--- config.mk ---
export PLATFORM = sky130hd
export DESIGN_NAME = uart_tx_frame
export DESIGN_NICKNAME = d
export VERILOG_FILES = /design/src/rtl/uart_tx_frame.sv
export SDC_FILE = /design/constraint.sdc
export NUM_CORES = 1
export LEC_CHECK = 0
export BUFFER_PORTS_ARGS = -buffer_cell sky130_fd_sc_hd__buf_2
export CORE_MARGIN = 2
export CORE_UTILIZATION = 55
export DETAILED_ROUTE_END_ITERATION = 8
export GPL_ROUTABILITY_DRIVEN = 0
export PLACE_DENSITY = 0.77
export SETUP_SLACK_MARGIN = 0.5
export SLEW_MARGIN = 20
export SYNTH_ARGS = -nofsm -noshare
export SYNTH_HDL_FRONTEND = slang
export SYNTH_SLANG_ARGS = --single-unit
--- constraint.sdc ---
create_clock -name clk -period 2.3 [get_ports clk]
set_input_delay 0.115 -clock clk [delete_from_list [all_inputs] [get_ports clk]]
set_output_delay 0.115 -clock clk [all_outputs]
set_load 0.005 [all_outputs]
--- src/rtl/uart_tx_frame.sv ---
// UART frame serialiser: start bit, LSB-first data, optional parity, stop bit.
// One serial bit per clk edge; TX_OUT and Busy are registered.
module uart_tx_frame #(
   parameter int width = 8
) (
   input  logic             clk,
   input  logic             RST,
   input  logic [width-1:0] P_DATA,
   input  logic             Data_Valid,
   input  logic             PAR_EN,
   input  logic             PAR_TYP,
   output logic             TX_OUT,
   output logic             Busy
);

   localparam int CNT_W = (width > 1) ? $clog2(width) : 1;
   localparam logic [CNT_W-1:0] LAST_BIT = CNT_W'(width - 1);

   typedef enum logic [2:0] {
      IDLE   = 3'd0,
      START  = 3'd1,
      DATA   = 3'd2,
      PARITY = 3'd3,
      STOP   = 3'd4
   } state_t;

   // Must match the receiver's checker: even -> XOR, odd -> XNOR of the data.
   function automatic logic parity_bit(input logic [width-1:0] d, input logic odd);
      return odd ? ~^d : ^d;
   endfunction

   state_t             state, state_nxt;
   logic [CNT_W-1:0]   cnt, cnt_nxt;
   logic [width-1:0]   data_q;
   logic               pen_q;
   logic               par_q;
   logic               load;
   logic               tx_nxt;
   logic               busy_nxt;

   always_ff @(posedge clk or negedge RST) begin
      if (!RST) begin
         state  <= IDLE;
         cnt    <= '0;
         data_q <= '0;
         pen_q  <= 1'b0;
         par_q  <= 1'b0;
         TX_OUT <= 1'b1;
         Busy   <= 1'b0;
      end else begin
         state  <= state_nxt;
         cnt    <= cnt_nxt;
         if (load) begin
            data_q <= P_DATA;
            pen_q  <= PAR_EN;
            par_q  <= parity_bit(P_DATA, PAR_TYP);
         end
         TX_OUT <= tx_nxt;
         Busy   <= busy_nxt;
      end
   end

   always_comb begin
      state_nxt = state;
      cnt_nxt   = cnt;
      load      = 1'b0;
      case (state)
         IDLE: begin
            if (Data_Valid) begin
               state_nxt = START;
               load      = 1'b1;
            end
         end
         START: begin
            state_nxt = DATA;
            cnt_nxt   = '0;
         end
         DATA: begin
            if (cnt == LAST_BIT) begin
               state_nxt = pen_q ? PARITY : STOP;
            end else begin
               cnt_nxt = cnt + CNT_W'(1);
            end
         end
         PARITY:  state_nxt = STOP;
         STOP:    state_nxt = IDLE;
         default: begin
            state_nxt = IDLE;
            cnt_nxt   = '0;
         end
      endcase
   end

   // Outputs are decoded from the next state so they register in step with it.
   always_comb begin
      tx_nxt   = 1'b1;
      busy_nxt = 1'b0;
      case (state_nxt)
         START: begin
            tx_nxt   = 1'b0;
            busy_nxt = 1'b1;
         end
         DATA: begin
            tx_nxt   = data_q[cnt_nxt];
            busy_nxt = 1'b1;
         end
         PARITY: begin
            tx_nxt   = par_q;
            busy_nxt = 1'b1;
         end
         STOP: begin
            tx_nxt   = 1'b1;
            busy_nxt = 1'b1;
         end
         default: begin
            tx_nxt   = 1'b1;
            busy_nxt = 1'b0;
         end
      endcase
   end

endmodule

==> summary.md, run 1 <==
| Metric | Value |
|---|---|
| Synth Net Count | `119` |
| Reg-to-reg startpoint | `cnt[1]` |
| Via density per instance | `5.46` |
| Class of the tightest hold or removal check | `input port to flip-flop` |
| Rel. slew slack | `73.4%` |
| Num CTS Buffers | `3` |
| Starting DRC count in detailed routing | `20` |
| Beginning of the critical path | `cnt[1]` |
| Total standard cell area after synthesis | `0.00106 mm²` |
| Mean cell area of the mapped netlist | `10.1 µm²` |
| Max H-tree Level | `1` |
| Result of the run | `complete, no violations` |
| Nature of the critical path endpoint | `flip-flop` |
| Hold slack final | `55.0 ps` |
| Width of the chip | `47.8 µm` |
| Number of max-cap violations | `0` |
| Area fraction of the dominant cell type after synthesis | `40.3%` |
| Final setup fails | `0` |
| FF-to-FF path depth | `7` |
| Clock tree root buffer cell | `sky130_fd_sc_hd__clkbuf_4` |
| Top-Level Pins | `15` |
| Placement row count | `15` |
| Effective utilization at floorplan | `59.9%` |
| Peak ir drop on the vdd network | `0.911 mV` |
| Largest net degree at the start of global routing | `19` |
| Area growth from synthesis to final layout | `14.0%` |
| Crit path kind | `flip-flop to flip-flop` |
| Number of warning messages in the yosys log | `0` |
| Depth of the worst hold-timing path | `2` |
| Top cells by area, synth | `sky130_fd_sc_hd__dfrtp_1 40%, sky130_fd_sc_hd__mux2_2 7.5%, sky130_fd_sc_hd__xnor2_1 5.0%` |
| Final slew viol count | `0` |
| RSZ-0062 raised after global routing | `true` |
| Total negative slack | `0 ps` |
| Clock insertion delay at the later pin of the skew report | `290 ps` |
| Top fanout value on the critical path | `9` |
| DP HPWL | `1460 µm` |
| Arrival time of the worst setup path | `2010 ps` |
| Post-layout power | `1.57 mW` |
| Leakage power total | `0.531 nW` |
| Setup skew after layout | `1.42 ps` |
| Full die area | `0.00229 mm²` |
| Net count reported at finish | `135` |
| Critical hold path startpoint | `PAR_EN` |
| Average wire per standard cell | `14.0 µm` |
| Crit path required time | `2540 ps` |
| Via count of the first global-routing pass | `721` |
| Final wirelength | `2020 µm` |
| Clock tree sinks | `18` |
| Share of post-route cells with drive strength above 1 | `30.0%` |
| Vertical extent of the die | `47.8 µm` |
| Shortest period the worst path allows | `1770 ps` |
| Capture point of the critical path | `TX_OUT` |
| Number of buffers added on ports | `14` |
| Global router's overall resource usage | `20.7%` |
| Final global-route overflow total | `0` |
| Core region area | `0.00176 mm²` |
| Antenna diode count | `0` |
| CP Launch Type | `flip-flop` |
| Hold Vio Cnt, Final | `0` |
| Clock-pin transition on the worst setup and hold timing paths | `100 ps` |
| Worst R2R Setup Slack | `530 ps` |
| Post-detailed-route DRC marker count | `0` |
| FMAX | `565 MHz` |
| Netlist cell types | `33` |
| Residual antenna-violating net count after detailed routing | `0` |
| TritonCTS clock tree | `yes` |
| Maximum number of buffers from clock root to sink | `2` |
| Number of storage elements in the synthesis netlist | `18` |
| Instance count of the mapped netlist | `105` |
| Initial antenna violation count | `0` |
| First-pass iteration count of the detailed router | `4` |
| Part of the Yosys area used for sequential elements | `42.8%` |
| Actual slew at the worst max-slew pin | `399 ps` |
| Cell taking the most area after synthesis | `sky130_fd_sc_hd__dfrtp_1` |
| Global-route wire length before repair | `3220 µm` |
| Capturing point of the worst reg2reg path | `TX_OUT` |
| Number of vias in the routed layout | `791` |
| Post-route fraction of the period consumed by the critical path | `76.9%` |
| Buffers inserted by post-CTS timing repair | `0` |
| Total power divided by cell area | `1300 mW/mm²` |
## cell type report
| type | instances | area [µm²] |
|---|---|---|
| Multi-Input combinational cell | 77 | 574 |
| Fill cell | 158 | 561 |
| Sequential cell | 18 | 452 |
| Timing Repair Buffer | 17 | 95.1 |
| Clock buffer | 4 | 36.3 |
| Tap cell | 25 | 31.3 |
| Inverter | 4 | 15.0 |
## metrics by stage
stage,cells,utilization [%],worst slack (ps),instance area [µm²]
final,145,68.2,530,1200
after global routing,145,68.2,445,1200
after global placement,140,63.9,519,1130
after floorplan,105,-,557,1060
after detailed placement,140,63.9,456,1130
after CTS,145,66.7,508,1180
## Yosys cell counts
cell	instances
sky130_fd_sc_hd__a21oi_1	10
sky130_fd_sc_hd__a221oi_2	1
sky130_fd_sc_hd__a31oi_1	2
sky130_fd_sc_hd__a31oi_2	1
sky130_fd_sc_hd__and3_1	2
sky130_fd_sc_hd__buf_2	3
sky130_fd_sc_hd__buf_4	1
sky130_fd_sc_hd__buf_6	2
sky130_fd_sc_hd__dfrtp_1	17
sky130_fd_sc_hd__dfstp_2	1
sky130_fd_sc_hd__ha_1	1
sky130_fd_sc_hd__inv_1	4
sky130_fd_sc_hd__mux2_1	2
sky130_fd_sc_hd__mux2_2	7
sky130_fd_sc_hd__mux2i_1	3
sky130_fd_sc_hd__nand2_1	5
sky130_fd_sc_hd__nand2b_1	3
sky130_fd_sc_hd__nand3_1	2
sky130_fd_sc_hd__nand4_1	1
sky130_fd_sc_hd__nor2_1	12
sky130_fd_sc_hd__nor2b_1	2
sky130_fd_sc_hd__nor3_1	2
sky130_fd_sc_hd__nor3b_1	1
sky130_fd_sc_hd__o211a_1	1
sky130_fd_sc_hd__o211ai_2	1
sky130_fd_sc_hd__o21ai_0	4
sky130_fd_sc_hd__o21ai_4	1
sky130_fd_sc_hd__o21bai_1	1
sky130_fd_sc_hd__o32ai_1	1
sky130_fd_sc_hd__or2_4	1
sky130_fd_sc_hd__or3_1	1
sky130_fd_sc_hd__xnor2_1	6
sky130_fd_sc_hd__xor2_1	3
## registers in the layout, summed over array words and instances (netlist names)
signal  count
par_q       1
Busy        1
data_q      8
cnt         3
state       3
pen_q       1
TX_OUT      1
## cell usage in the layout (no fill, tap or decap), types with 4 or more instances in the layout
master                    count
sky130_fd_sc_hd__buf_2       14
sky130_fd_sc_hd__xnor2_1      6
sky130_fd_sc_hd__o21ai_0      4
sky130_fd_sc_hd__nor2_1      12
sky130_fd_sc_hd__dfrtp_1     17
sky130_fd_sc_hd__nand2_1      5
sky130_fd_sc_hd__a21oi_1      9
sky130_fd_sc_hd__inv_1        4
sky130_fd_sc_hd__mux2_2       7
## kinds of logic after synthesis
kind of cell / count (synthesis) / synth area share (%)
buf+inv: 10 / 5.69
compound gates: 23 / 15.6
mux: 12 / 12.4
simple gates: 32 / 14.8
flops: 18 / 42.8
fa+ha+maj: 1 / 1.18
xor+xnor: 9 / 7.46
## worst min path at each step
stage / to / slack [ps]
finish: pen_q / 50
global route: pen_q / 50
CTS: pen_q / 50
detailed placement: par_q / 60
global placement: par_q / 60
floorplan: Busy / -180
## layer usage
metal  GRT usage, %  wire [µm]  vias to the layer above
li1               -          -                      394
met1           29.2        887                      378
met2           31.7       1050                       17
met3           2.26         73                        2
met4           9.73         13                        0
met5              0          0                        -
## repair_timing
| item | CTS | global route |
|---|---|---|
| endpoints found under the hold margin | 17 | 0 |
| gates resized for setup | 1 | 4 |
| hold buffers | 1 | 0 |
| setup endpoints to repair | 1 | 1 |
| pin swaps | 0 | 1 |
## power breakdown
group | switching [mW] | internal [mW] | leakage [nW]
sequential | 0.154 | 0.473 | 0.218
combinational | 0.375 | 0.370 | 0.292
clock | 0.0969 | 0.0964 | 0.0210
## critical path: stages, from the launching register on
cell and delay, ps:
sky130_fd_sc_hd__dfrtp_1 440, sky130_fd_sc_hd__ha_4 210, sky130_fd_sc_hd__a21oi_2 150, sky130_fd_sc_hd__a21oi_1 100, sky130_fd_sc_hd__o211ai_2 290, sky130_fd_sc_hd__nor2_1 100, sky130_fd_sc_hd__o32ai_1 230, sky130_fd_sc_hd__o211a_1 200
(Power assumes the default switching activity.)
==> inputs of run 2 (changes only) <==
- ABC_AREA: unset -> 1
- CORE_UTILIZATION: 55 -> 54
- PLACE_DENSITY: 0.77 -> 0.76
- clock period: 2.3 -> 1.65 ns (I/O delays scaled with it)
==> run 2 against run 1 <==
First-iteration DRC count down 35%. Cell count up 24%. Hold slack worse by 46 ps. Design area up 7.4%. Largest power group unchanged.
==> summary.md, run 2 <==
| Metric | Value |
|---|---|
| Maximum number of buffers from clock root to sink | `2 (unchanged)` |
| Total negative slack | `0 ps (unchanged)` |
| Instance count of the mapped netlist | `126 (+20%)` |
| Clock tree root buffer cell | `sky130_fd_sc_hd__clkbuf_4` |
| Number of buffers added on ports | `14 (unchanged)` |
| Final wirelength | `2210 µm (+9.0%)` |
| Post-synthesis compound-gate area fraction | `4.32% (-11 points)` |
| Synthesized-area fraction occupied by and/or/nand/nor cells | `37.0% (+22 points)` |
| Max H-tree Level | `1 (unchanged)` |
| Crit path required time | `1880 ps (-660 ps)` |
| Arithmetic-cell share of the synthesized area counting full adders, half adders and majority gates | `1.27% (+0.086 points)` |
| FMAX | `666 MHz (+18%)` |
| Slowest library cell on the worst path | `sky130_fd_sc_hd__dfrtp_1` |
| Leakage power total | `0.677 nW (+27%)` |
| RSZ-0062 raised after global routing | `true` |
| DP HPWL | `1550 µm (+5.7%)` |
| Netlist cell types | `22 (-33%)` |
| Arrival time of the worst setup path | `1730 ps (-280 ps)` |
| Clock group share of total power | `11.6% (-0.7 points)` |
| Initial antenna violation count | `0 (unchanged)` |
| Largest family of logic cells by synthesized area | `simple AND/OR/NAND/NOR gates` |
| Via density per instance | `4.95 (-9.3%)` |
| Switching power summed over all nets | `1.00 mW (+60%)` |
| Share of post-route cells with drive strength above 1 | `38.1% (+8.1 points)` |
| Number of max-cap violations | `0 (unchanged)` |
| CP Launch Type | `flip-flop` |
| Net count reported at finish | `170 (+26%)` |
| Switching fraction of total power | `43.8% (+3.8 points)` |
| Count of flip-flops with a built-in enable after synthesis | `0 (unchanged)` |
| Area fraction of the dominant cell type after synthesis | `43.2% (+2.9 points)` |
| Mux contribution to synthesized area | `0% (-12 points)` |
| Peak ir drop on the vdd network | `0.894 mV (-2.0%)` |
| Crit-path cells | `inv_2, nand2_4, nor2_4, nand2_4, nand2_4, nand2_1, nand3_1, nand2_1, nand2_1, nand3_1, nand3_1` |
| Synth Net Count | `140 (+18%)` |
| Final instance count without filler cells | `180 (+24%)` |
| Num CTS Buffers | `3 (unchanged)` |
| Leading cell types in the layout, fill and taps excluded | `43 x sky130_fd_sc_hd__nand2_1, 16 x sky130_fd_sc_hd__dfrtp_1, 14 x sky130_fd_sc_hd__buf_2, 11 x sky130_fd_sc_hd__nand3_1` |
| TritonCTS clock tree | `yes` |
| Width of the chip | `46.7 µm (-2.3%)` |
| Starting DRC count in detailed routing | `13 (-35%)` |
| Top-Level Pins | `15 (unchanged)` |
| Final slew viol count | `0 (unchanged)` |
| Regs by FF count | `data_q x8, cnt x3, state x3` |
| Total buffers and inverters traversed by the critical path | `1 (+1)` |
| Most used DFF post-synth | `sky130_fd_sc_hd__dfrtp_1` |
| Shortest period the worst path allows | `1500 ps (-267 ps)` |
| Final setup fails | `0 (unchanged)` |
| Sequential Power Share | `33.7% (-6.4 points)` |
| Largest net degree at the start of global routing | `19 (unchanged)` |
| Post-layout power | `2.30 mW (+47%)` |
| Instance area after placement | `0.00110 mm² (-2.8%)` |
| Effective utilization at floorplan | `57.0% (-2.8 points)` |
| Average wire per standard cell | `12.3 µm (-12%)` |
| Top cells by area, synth | `sky130_fd_sc_hd__dfrtp_1 43%, sky130_fd_sc_hd__nand2_1 19%, sky130_fd_sc_hd__nand3_1 6.1%` |
| Antenna diode count | `0 (unchanged)` |
| Top fanout value on the critical path | `5 (-4)` |
| Global router's overall resource usage | `22.0% (+1.4 points)` |
| First-pass iteration count of the detailed router | `5 (+1)` |
| Clock tree sinks | `18 (unchanged)` |
| Full die area | `0.00218 mm² (-4.6%)` |
| Mean cell area of the mapped netlist | `7.82 µm² (-22%)` |
| Clock-pin transition on the worst setup and hold timing paths | `100 ps (about the same)` |
| Vertical extent of the die | `46.7 µm (-2.3%)` |
| FF-to-FF path depth | `11 (+4)` |
| Hold slack final | `9.27 ps (-45.7 ps)` |
| Reg-to-reg startpoint | `state[0]` |
| Largest stage delay on the critical path | `430 ps (about the same)` |
| Total standard cell area after synthesis | `985 µm² (-6.8%)` |
| Setup skew after layout | `2.71 ps (+1.29 ps)` |
| Largest delay contributor family on the critical path | `simple AND/OR/NAND/NOR gates` |
| Top cells by count, synth | `50 x sky130_fd_sc_hd__nand2_1, 17 x sky130_fd_sc_hd__dfrtp_1, 12 x sky130_fd_sc_hd__nand3_1` |
| Synthesized-area fraction occupied by xor and xnor cells | `5.34% (-2.1 points)` |
| Cell taking the most area after synthesis | `sky130_fd_sc_hd__dfrtp_1` |
| Via count of the first global-routing pass | `828 (+15%)` |
| Post-synth ARST share | `100% (unchanged)` |
| Nature of the critical path endpoint | `flip-flop` |
| Class of the tightest hold or removal check | `input port to flip-flop` |
| Internal power component | `1.29 mW (+37%)` |
| Rel. slew slack | `72.8% (-0.56 points)` |
| Post-detailed-route DRC marker count | `0 (unchanged)` |
| Reg with most FFs | `data_q` |
| Combinational share of power | `54.7% (+7.1 points)` |
| Leading cell type by number of instances after synthesis | `sky130_fd_sc_hd__nand2_1` |
| Total power divided by cell area | `1780 mW/mm² (+37%)` |
| Crit path kind | `flip-flop to flip-flop` |
| Area growth from synthesis to final layout | `31.3%` |
| Result of the run | `complete, no violations` |
| Most common library cell in the layout ignoring fill and taps | `sky130_fd_sc_hd__nand2_1` |
| Post-route worst setup slack | `148 ps (-383 ps)` |
| Post-route fraction of the period consumed by the critical path | `91.1% (+14 points)` |
| Clock insertion delay at the later pin of the skew report | `290 ps (about the same)` |
| Number of cells in the design after placement | `164 (+17%)` |
| Hold path endpoint | `data_q[0]` |
| Part of the Yosys area used for sequential elements | `45.9% (+3.1 points)` |
| Number of flip-flops in the largest register | `8 (unchanged)` |
| Post-Route Utilization | `74.9% (+6.6 points)` |
| Hold Vio Cnt, Final | `0 (unchanged)` |
| Core region area | `0.00173 mm² (-2.1%)` |
| Final global-route overflow total | `0 (unchanged)` |
| Pre-CTS setup slack | `138 ps (-318 ps)` |
| Depth of the worst hold-timing path | `3 (+1)` |
| Critical hold path startpoint | `P_DATA[0]` |
| Final-layout fill cell count | `133 (-16%)` |
| Number of vias in the routed layout | `891 (+13%)` |
| Capturing point of the worst reg2reg path | `TX_OUT` |
| Worst R2R Setup Slack | `150 ps (-380 ps)` |
| Residual antenna-violating net count after detailed routing | `0 (unchanged)` |
| Actual slew at the worst max-slew pin | `407 ps (+8.42 ps)` |
| Placement row count | `15 (unchanged)` |
| Final Cell Area | `0.00129 mm² (+7.4%)` |
| Number of storage elements in the synthesis netlist | `18 (unchanged)` |
| Global-route wire length before repair | `3280 µm (+2.1%)` |
| Number of warning messages in the yosys log | `0 (unchanged)` |
## run 2: timing repair
item / in CTS / in global routing
cloned: 1 / 0
gates resized for setup: 9 / 10
endpoints found under the hold margin: 18 / 0
hold buffers: 2 / 0
setup endpoints to repair: 16 / 16
pin swaps: 5 / 7
setup buffers: 7 / 2
## run 2: worst max path at each step
stage               startpoint  endpoint  slack (ps)  cells past startpoint
floorplan               cnt[0]    TX_OUT         280                     13
global placement        cnt[0]      Busy         220                      7
detailed placement      cnt[0]    TX_OUT         140                     13
CTS                     cnt[0]    TX_OUT         220                     13
global route          state[0]    TX_OUT         110                     11
finish                state[0]    TX_OUT         150                     11
## run 2: layout make-up
class	instances	area, µm²	area share [%]
clock buffer	4	36.3	2.81
inverter	15	61.3	4.74
multi-input combinational	92	549	42.5
sequential	18	453	35.0
tap	25	31.3	2.42
timing repair buffer	25	158	12.2
timing repair inverter	1	3.75	0.290
## run 2: tightest hold or removal path, stage by stage
cell	delay (ps)
sky130_fd_sc_hd__buf_2	100
sky130_fd_sc_hd__nand2_1	50
sky130_fd_sc_hd__nand2_1	40
## run 2: per-layer routing
layer  up-vias  GRT usage, %  share of wire [%]
met5         -             0                  0
met4         0          9.44                1.3
met3         4          2.75                2.8
met2        25          41.7                 57
met1       407          24.4                 39
li1        455             -                  -
## run 2: kinds of logic after synthesis
logic type	Yosys count
flops	18
buf+inv	16
compound gates	8
fa+ha+maj	1
simple gates	77
xor+xnor	6
## run 2: power by group through the flow
stage / registers (mW) / clock network, mW / logic [mW]
global placement: 0.765 / 0 / 0.910
finish: 0.774 / 0.267 / 1.25
global route: 0.791 / 0.292 / 1.38
detailed placement: 0.771 / 0 / 0.961
floorplan: 0.744 / 0 / 0.759
CTS: 0.763 / 0.274 / 1.12
==> inputs of run 3 (changes only) <==
- GPL_TIMING_DRIVEN: unset -> 0
==> run 3 against run 2 <==
Critical path depth shrank 2. Die area unchanged. Flip-flop and latch count did not move. First-iteration DRC count down 31%. Clock power fell by 18%. Setup slack improved by 47 ps. Core utilization up 0.72 points.
==> summary.md, run 3 (same netlist as run 2, synthesis figures left out) <==
| Metric | Value |
|---|---|
| Post-layout power | `2.25 mW (-2.0%)` |
| Post-route worst setup slack | `195 ps (+47.5 ps)` |
| Setup skew after layout | `10.5 ps (+7.75 ps)` |
| Total power divided by cell area | `1720 mW/mm² (-2.9%)` |
| Num CTS Buffers | `3 (unchanged)` |
| Width of the chip | `46.7 µm (unchanged)` |
| Final Cell Area | `0.00131 mm² (+0.97%)` |
| Clock tree sinks | `18 (unchanged)` |
| Final instance count without filler cells | `181 (+0.56%)` |
| Clock tree root buffer cell | `sky130_fd_sc_hd__clkbuf_4` |
| Share of post-route cells with drive strength above 1 | `39.7% (+1.7 points)` |
| Vertical extent of the die | `46.7 µm (unchanged)` |
| Final slew viol count | `0 (unchanged)` |
| Net count reported at finish | `171 (+0.59%)` |
| TritonCTS clock tree | `yes` |
| WL met3 | `50 µm (-18%)` |
| Shortest period the worst path allows | `1450 ps (-47.5 ps)` |
| DP HPWL | `1410 µm (-9.1%)` |
| Crit path kind | `flip-flop to flip-flop` |
| Final global-route overflow total | `0 (unchanged)` |
| Post-Route Utilization | `75.6% (+0.72 points)` |
| Largest net degree at the start of global routing | `19 (unchanged)` |
| Maximum number of buffers from clock root to sink | `2 (unchanged)` |
| Final wirelength | `1990 µm (-10%)` |
| First-pass iteration count of the detailed router | `4 (-1)` |
| Actual slew at the worst max-slew pin | `379 ps (-28.1 ps)` |
| Met1 WL | `856 µm (-0.93%)` |
| Top fanout value on the critical path | `5 (unchanged)` |
| FMAX | `687 MHz (+3.3%)` |
| Via density per instance | `4.94 (-0.11%)` |
| Regs by FF count | `data_q x8, cnt x3, state x3` |
| Reg with most FFs | `data_q` |
| Number of vias in the routed layout | `895 (+0.45%)` |
| Number of cells in the design after placement | `165 (+0.61%)` |
| Class of the tightest hold or removal check | `input port to flip-flop` |
| Post-detailed-route DRC marker count | `0 (unchanged)` |
| CP Launch Type | `flip-flop` |
| Hold slack final | `22.2 ps (+12.9 ps)` |
| Total area of multi-input combinational cells | `552 µm² (+0.46%)` |
| Slowest library cell on the worst path | `sky130_fd_sc_hd__dfrtp_1` |
| Core region area | `0.00173 mm² (unchanged)` |
| Placement row count | `15 (unchanged)` |
| Starting DRC count in detailed routing | `9 (-4)` |
| Hold Vio Cnt, Final | `0 (unchanged)` |
| Clock insertion delay at the later pin of the skew report | `290 ps (about the same)` |
| Total buffers and inverters traversed by the critical path | `4 (+3)` |
| Clock-pin transition on the worst setup and hold timing paths | `90 ps (about the same)` |
| Effective utilization at floorplan | `57.0% (unchanged)` |
| Initial antenna violation count | `0 (unchanged)` |
| Area of all sequential standard cells | `452 µm² (-0.28%)` |
| Top-Level Pins | `15 (unchanged)` |
| Largest stage delay on the critical path | `400 ps (-30 ps)` |
| Most common library cell in the layout ignoring fill and taps | `sky130_fd_sc_hd__nand2_1` |
| Largest delay contributor family on the critical path | `simple AND/OR/NAND/NOR gates` |
| Residual antenna-violating net count after detailed routing | `0 (unchanged)` |
| Via count of the first global-routing pass | `823 (-0.60%)` |
| Final-layout fill cell count | `138 (+3.8%)` |
| Final setup fails | `0 (unchanged)` |
| Met2 wirelength from detailed routing | `1050 µm (-17%)` |
| Rel. slew slack | `74.7% (+1.9 points)` |
| Instance area after placement | `0.00110 mm² (+0.69%)` |
| Full die area | `0.00218 mm² (unchanged)` |
| RSZ-0062 raised after global routing | `true` |
| Global-route wire length before repair | `3340 µm (+1.7%)` |
| Crit-path cells | `inv_2, nand2_2, nor2_4, o21ai_1, o21ai_1, nand2_1, buf_4, buf_4, inv_1` |
| Leakage power total | `0.687 nW (+1.5%)` |
| Number of flip-flops in the largest register | `8 (unchanged)` |
| Average wire per standard cell | `11.0 µm (-11%)` |
| Crit path required time | `1870 ps (about the same)` |
| Post-route fraction of the period consumed by the critical path | `88.2% (-2.9 points)` |
| Top layer reached by signal wires | `met4` |
| Number of max-cap violations | `0 (unchanged)` |
| Antenna diode count | `0 (unchanged)` |
| Peak ir drop on the vdd network | `1.03 mV (+16%)` |
| Leading cell types in the layout, fill and taps excluded | `37 x sky130_fd_sc_hd__nand2_1, 17 x sky130_fd_sc_hd__dfrtp_1, 15 x sky130_fd_sc_hd__nand2_2, 14 x sky130_fd_sc_hd__buf_2, 11 x sky130_fd_sc_hd__nand3_1` |
| Max H-tree Level | `1 (unchanged)` |
| Number of buffers added on ports | `14 (unchanged)` |
| Area growth from synthesis to final layout | `32.5%` |
| Nature of the critical path endpoint | `flip-flop` |
| Arrival time of the worst setup path | `1680 ps (-50 ps)` |
| Total negative slack | `0 ps (unchanged)` |
| Result of the run | `complete, no violations` |
| Global router's overall resource usage | `21.8% (-0.18 points)` |
| Pre-CTS setup slack | `119 ps (-18.6 ps)` |
==> run 3: changes by cell type in the layout (fill, tap and decap cells not counted), moves of 2 or more <==
cell	delta
sky130_fd_sc_hd__buf_6	+4
sky130_fd_sc_hd__inv_2	-3
sky130_fd_sc_hd__inv_1	+2
sky130_fd_sc_hd__nand2_2	+6
sky130_fd_sc_hd__nand2_1	-6
==> run 3: final cells by class <==
cell class	count	share of cell area, %
flip-flops and latches	18	34.6
clock buffers	4	2.01
multi-input cells	92	42.3
repair buffers	26	13.3
well taps	25	2.40
plain buffers	1	0.863
inverters	15	4.51
==> run 3: final timing paths <==
check | start | endpoint | slack [ps] | cells after the start
setup / recovery | state[0] | state[1] | 200 | 9
hold / removal | PAR_EN | pen_q | 20 | 3
setup reg to reg | state[0] | state[1] | 200 | 9
hold reg to reg | data_q[3] | data_q[3] | 500 | 2
max in group asynchronous | RST | TX_OUT | 1090 | 2
min in group asynchronous | RST | data_q[2] | 230 | 2
==> run 3: metal layers <==
| metal | vias to the layer above | track usage (%) |
|---|---|---|
| li1 | 454 | - |
| met1 | 414 | 26.1 |
| met2 | 23 | 39.2 |
| met3 | 4 | 3.53 |
| met4 | 0 | 8.33 |
| met5 | - | 0 |
==> run 3: timing repair <==
action / in CTS / in global routing
buffers inserted: 7 / 3
pin swaps: 4 / 8
endpoints found under the setup margin: 17 / 15
resized for setup: 7 / 16
cloned: 1 / 0
hold buffers: 1 / 0
endpoints found under the hold margin: 17 / 0
==> run 3: report_power, final <==
group / leakage, nW / switching, mW / internal [mW]
registers: 0.225 / 0.115 / 0.645
logic: 0.448 / 0.711 / 0.561
clock network: 0.0150 / 0.125 / 0.0937
total: 0.687 / 0.951 / 1.30
==> run 3: worst min-delay path, stage by stage <==
cell                      delay (ps)
sky130_fd_sc_hd__buf_2            80
sky130_fd_sc_hd__nand2_1          40
sky130_fd_sc_hd__o21ai_1          60
